==> src/rtl/mileage_recorder.sv <==
// Odometer accumulator: counts distance units while powered and moving, holds
// otherwise, saturates at MAX_RECORD and supports a trip clear while stopped.
module mileage_recorder #(
    parameter int unsigned CLKS_PER_UNIT = 100_000_000,
    parameter int unsigned MAX_RECORD    = 99_999_999
) (
    input  logic        clk,
    input  logic        rst_n,
    input  logic        power_now,
    input  logic        moving,
    input  logic        clear_btn,
    output logic [26:0] record,
    output logic        unit_tick,
    output logic        saturated,
    output logic        running
);

    localparam int unsigned    PreW    = (CLKS_PER_UNIT > 1) ? $clog2(CLKS_PER_UNIT) : 1;
    localparam logic [PreW-1:0] PreLast = PreW'(CLKS_PER_UNIT - 1);
    localparam logic [26:0]     MaxRec  = 27'(MAX_RECORD);

    typedef enum logic [1:0] {StOff, StStop, StRun} state_e;

    state_e          state_q, state_d;
    logic [PreW-1:0] presc_q, presc_d;
    logic [26:0]     record_q, record_d;
    logic            tick_q, tick_d;
    logic            sat_q, sat_d;
    logic            sync1_q, sync2_q;
    // Delayed copy of the synchronised button for rising-edge detection.
    logic            clear_dly_q;
    logic            clear_rise;
    logic            clear_apply;
    logic            wrap;

    // Button synchroniser and edge-detect register.
    always_ff @(posedge clk) begin
        if (!rst_n) begin
            sync1_q     <= 1'b0;
            sync2_q     <= 1'b0;
            clear_dly_q <= 1'b0;
        end else begin
            sync1_q     <= clear_btn;
            sync2_q     <= sync1_q;
            clear_dly_q <= sync2_q;
        end
    end

    // Next state: power loss wins from any state, otherwise motion selects RUN/STOP.
    always_comb begin
        state_d = state_q;
        unique case (state_q)
            StOff, StStop, StRun: begin
                if (!power_now) begin
                    state_d = StOff;
                end else if (moving) begin
                    state_d = StRun;
                end else begin
                    state_d = StStop;
                end
            end
            default: state_d = StOff;
        endcase
    end

    // Prescaler, accumulator, saturation flag and tick next-state.
    always_comb begin
        clear_rise  = sync2_q & ~clear_dly_q;
        clear_apply = clear_rise && (state_q == StStop);
        wrap        = (state_q == StRun) && (presc_q == PreLast);

        presc_d  = presc_q;
        record_d = record_q;
        tick_d   = 1'b0;
        sat_d    = sat_q;

        if (state_q == StRun) begin
            presc_d = wrap ? '0 : presc_q + PreW'(1);
        end
        // Partial distance is dropped whenever the car ends up powered off.
        if (state_d == StOff) begin
            presc_d = '0;
        end

        if (wrap && (record_q < MaxRec)) begin
            record_d = record_q + 27'd1;
            tick_d   = 1'b1;
            sat_d    = (record_d == MaxRec);
        end

        // Clear only ever coincides with STOP, so it cannot collide with a wrap.
        if (clear_apply) begin
            record_d = '0;
            sat_d    = 1'b0;
            presc_d  = '0;
        end
    end

    // State and datapath registers.
    always_ff @(posedge clk) begin
        if (!rst_n) begin
            state_q  <= StOff;
            presc_q  <= '0;
            record_q <= '0;
            tick_q   <= 1'b0;
            sat_q    <= 1'b0;
        end else begin
            state_q  <= state_d;
            presc_q  <= presc_d;
            record_q <= record_d;
            tick_q   <= tick_d;
            sat_q    <= sat_d;
        end
    end

    assign record    = record_q;
    assign unit_tick = tick_q;
    assign saturated = sat_q;
    assign running   = (state_q == StRun);

endmodule

==> config.mk <==
export PLATFORM = sky130hd
export DESIGN_NAME = mileage_recorder
export DESIGN_NICKNAME = d
export VERILOG_FILES = /design/src/rtl/mileage_recorder.sv
export SDC_FILE = /design/constraint.sdc
export NUM_CORES = 1
export LEC_CHECK = 0
export CORE_MARGIN = 1.5
export CORE_UTILIZATION = 35
export CTS_CLUSTER_SIZE = 12
export DETAILED_ROUTE_END_ITERATION = 10
export SYNTH_ARGS = -nofsm -noshare
export SYNTH_HDL_FRONTEND = slang
export SYNTH_SLANG_ARGS = --single-unit
==> constraint.sdc <==
create_clock -name clk -period 3.93 [get_ports clk]
set_input_delay 0.5895 -clock clk [delete_from_list [all_inputs] [get_ports clk]]
set_output_delay 0.5895 -clock clk [all_outputs]
set_load 0.005 [all_outputs]
==> impl_metrics.yaml <==
global_routing:
  grt_first_pass_wirelength_mm: 14.4
  globalRoute.totalOverflow: 0
  grt_pass1_vias: 3047
  grt_antenna_before_repair: 0
  grt_start_max_net_pins: 47
  grtUsageTotal_pct: 17.8
worst_setup_path:
  arrival_worst_endpoint_ps: 3360
  critPathKind: "register to register"
  worstRegToRegCells: 6
  cell_with_the_largest_stage_delay_on_the_worst_path: "sky130_fd_sc_hd__or3_1"
  worstSetupEndpointType: "register"
  setup_slack_of_the_most_critical_reg_to_reg_path_ps: 830
  path_cells: "or4_4 > nor4_4 > o2111ai_2 > or3_1 > or4_1 > a21oi_1"
  rr_startpoint: "presc_q[10]"
  worst_r2r_endpoint: "record[14]"
  setup.worst_path.start_class: "register"
  cp.required_ps: 4190
  worstPathMaxFanout: 46
  cpPeakStageDelay_ps: 820
floorplan:
  die_height_um: 101
  fp.dieArea_um2: 10200
  floorplan.die.width_um: 101
  top_level_ports: 35
  floorplan.initialDensity_pct: 36.2
  core_area_um2: 9240
  std_cell_rows: 35
timing:
  worst_slew_margin_rel_pct: 20.2
  finalSetupViolCount: 0
  worst-slew-pin-transition_ps: 1200
  period_share_pct: 78.8
  hold_viol_final: 0
  finalCriticalPeriod_ps: 3100
  timing.setup.tns_ps: 0
  fmaxAchievable_mhz: 323
  rsz0062_at_grt: "no"
  finalClockSkew_ps: 5.55
  max_slew_violation_count: 0
  hold_ws_ps: 446
clock_network:
  clk_latency_ps: 330
  clock_tree_from_tritoncts: "yes"
  cts_setup_buffers: 0
  post_cts.resized_instances: 0
  number_of_clock_buffers_inserted_by_tritoncts: 9
  cts_hold_buf: 0
  htreeDepth: 3
  root_buffer: "sky130_fd_sc_hd__clkbuf_8"
  cts.sink_count: 61
  clk_pin_slew_worst_paths_ps: 70
  ctsLongestPathBuffers: 2
drt:
  drt_pre_antenna_iters: 4
  routed_via_count_divided_by_cell_count: 5.52
  route.detailed.drc: 0
  ant_nets: 0
  vias: 3164
  route.detailed.wl_per_inst_um: 14.6
  drtIter0Drc: 140
  wirelength_mm: 8.35
synth:
  yosysWarnings: 0
  synth_nets: 427
  syn_area_per_cell_um2: 7.98
  synth.lib_cells_used.distinct: 57
  ys_ff_latch: 61
  yosys_most_used_dff: "sky130_fd_sc_hd__dfxtp_1"
  synth_sequential_area_ratio_pct: 36.5
  async_flop_share_pct: 0
  netlist_instances: 419
  mappedNetlistArea_um2: 3350
  synth_enable_flop_cells: 0
cells_and_area:
  nNetsFinal: 447
  layout_common_cells: "sky130_fd_sc_hd__dfxtp_1 (61), sky130_fd_sc_hd__nor2_1 (36), sky130_fd_sc_hd__clkdlybuf4s50_1 (34), sky130_fd_sc_hd__a21oi_1 (31)"
  most_common_cell_after_layout_fill_and_taps_aside: "sky130_fd_sc_hd__dfxtp_1"
  insertedDiodeCount: 0
  layout.filler_cells: 949
  drive_above_1_share_pct: 5.86
  syn_to_final_growth_pct: 17.5
pwr:
  pwr-share-comb_pct: 2.0
  vdd_drop_max_v: 0.000179
  power.switching_mw: 0.260
  clock_power_share_pct: 46.0
  power.density_nw_per_um2: 305
  swShare_pct: 21.7
  leakagePower_nw: 1.15
  power.share.sequential_pct: 52.0
  intPower_mw: 0.938
placed_design:
  portBuffers: 34
  routability_congestion_estimate: 0.844
  dp.final_hpwl_mm: 5.98
job:
  maxCapViolCount: 0
hold_path:
  timing.hold.worst.start: "sync1_q"
  timing.hold.worst.class: "register to register"
  worst_hold_path.endpoint: "sync2_q"
  timing.hold.worst_path_depth: 1
status:
  outcome: "complete, no violations"
==> layer usage <==
| layer | track usage (%) | vias to the layer above | routed length [µm] |
|---|---|---|---|
| li1 | - | 1592 | - |
| met4 | 4.98 | 0 | 38 |
| met5 | 0 | - | 0 |
| met1 | 21.8 | 1503 | 3800 |
| met2 | 30.1 | 67 | 4170 |
| met3 | 5.13 | 2 | 347 |
==> power groups by stage <==
stage | clock, mW | sequential [mW] | combinational [mW]
final | 0.551 | 0.622 | 0.0240
after global routing | 0.610 | 0.622 | 0.0275
after CTS | 0.574 | 0.622 | 0.0248
after detailed placement | 0 | 0.636 | 0.0246
after global placement | 0 | 0.636 | 0.0243
after floorplan | 0 | 0.635 | 0.0140
==> cells in the mapped netlist (all sizes together), types with 2 or more instances <==
cell / count / area share (%)
dfxtp: 61 / 36
nor2: 36 / 4.0
a21oi: 31 / 4.6
nand2: 27 / 3.0
nand3: 27 / 4.0
nand4: 23 / 4.3
o21ai: 23 / 3.4
clkbuf: 21 / 2.4
or3: 19 / 3.6
inv: 15 / 1.7
xnor2: 12 / 3.1
xor2: 12 / 3.1
or4: 11 / 2.6
o31ai: 10 / 2.2
and4: 9 / 2.4
and3: 7 / 1.3
nor3: 7 / 1.0
nor4: 7 / 1.8
and2: 6 / 1.1
a211oi: 5 / 1.1
buf: 5 / 1.3
nand2b: 4 / 0.75
or2: 4 / 0.75
ha: 3 / 1.1
nand3b: 3 / 0.67
o211ai: 3 / 0.67
a31oi: 2 / 0.37
nor3b: 2 / 0.45
nor4bb: 2 / 0.60
o2111ai: 2 / 0.71
==> worst max path at each step <==
stage	startpoint	to	slack, ps	depth (start not counted)
finish	presc_q[10]	record[14]	830	6
global route	presc_q[0]	record[14]	580	7
CTS	presc_q[10]	record[14]	810	6
detailed placement	presc_q[10]	record[14]	840	6
global placement	presc_q[10]	record[18]	900	6
floorplan	presc_q[10]	record[24]	1430	9
==> cell families after synthesis <==
| kind of cell | synth area share (%) |
|---|---|
| xor gates and xnor gates | 6.28 |
| adders and majority gates | 1.12 |
| AOI/OAI and AO/OA | 17.0 |
| DFF | 36.5 |
| buffers and inverters | 5.31 |
| and+or+nand+nor | 33.8 |
==> layout make-up <==
type                    instances  area [µm²]  share of cell area [%]
clock buffers                  12         145                    3.69
clock inverters                 4        47.5                    1.21
inverters                      15        56.3                    1.43
multi-input cells             317        1950                    49.6
flip-flops and latches         61        1220                    31.1
well taps                     129         161                    4.11
repair buffers                 35         348                    8.85
==> metrics by stage <==
stage / utilization [%] / cells / area, µm² / total power, mW / worst slack (ps)
floorplan: - / 419 / 3350 / 0.649 / 1430
global placement: 40.4 / 557 / 3740 / 0.660 / 895
detailed placement: 40.4 / 557 / 3740 / 0.661 / 839
CTS: 42.5 / 573 / 3930 / 1.22 / 807
global route: 42.5 / 573 / 3930 / 1.26 / 578
finish: 42.5 / 573 / 3930 / 1.20 / 834
==> flip-flops by register name, summed over array words and instances (netlist names) <==
name,count
presc_q,27
record,27
state_q,2
clear_dly_q,1
saturated,1
sync1_q,1
sync2_q,1
unit_tick,1
==> worst max-delay path, delay by kind of cell, from the launching register on <==
| kind | cells | cell delay [ps] |
|---|---|---|
| AO/OA/AOI/OAI | 2 | 320 |
| flip-flops | 1 | 340 |
| AND/OR/NAND/NOR | 4 | 2360 |
(Power assumes the default switching activity.)
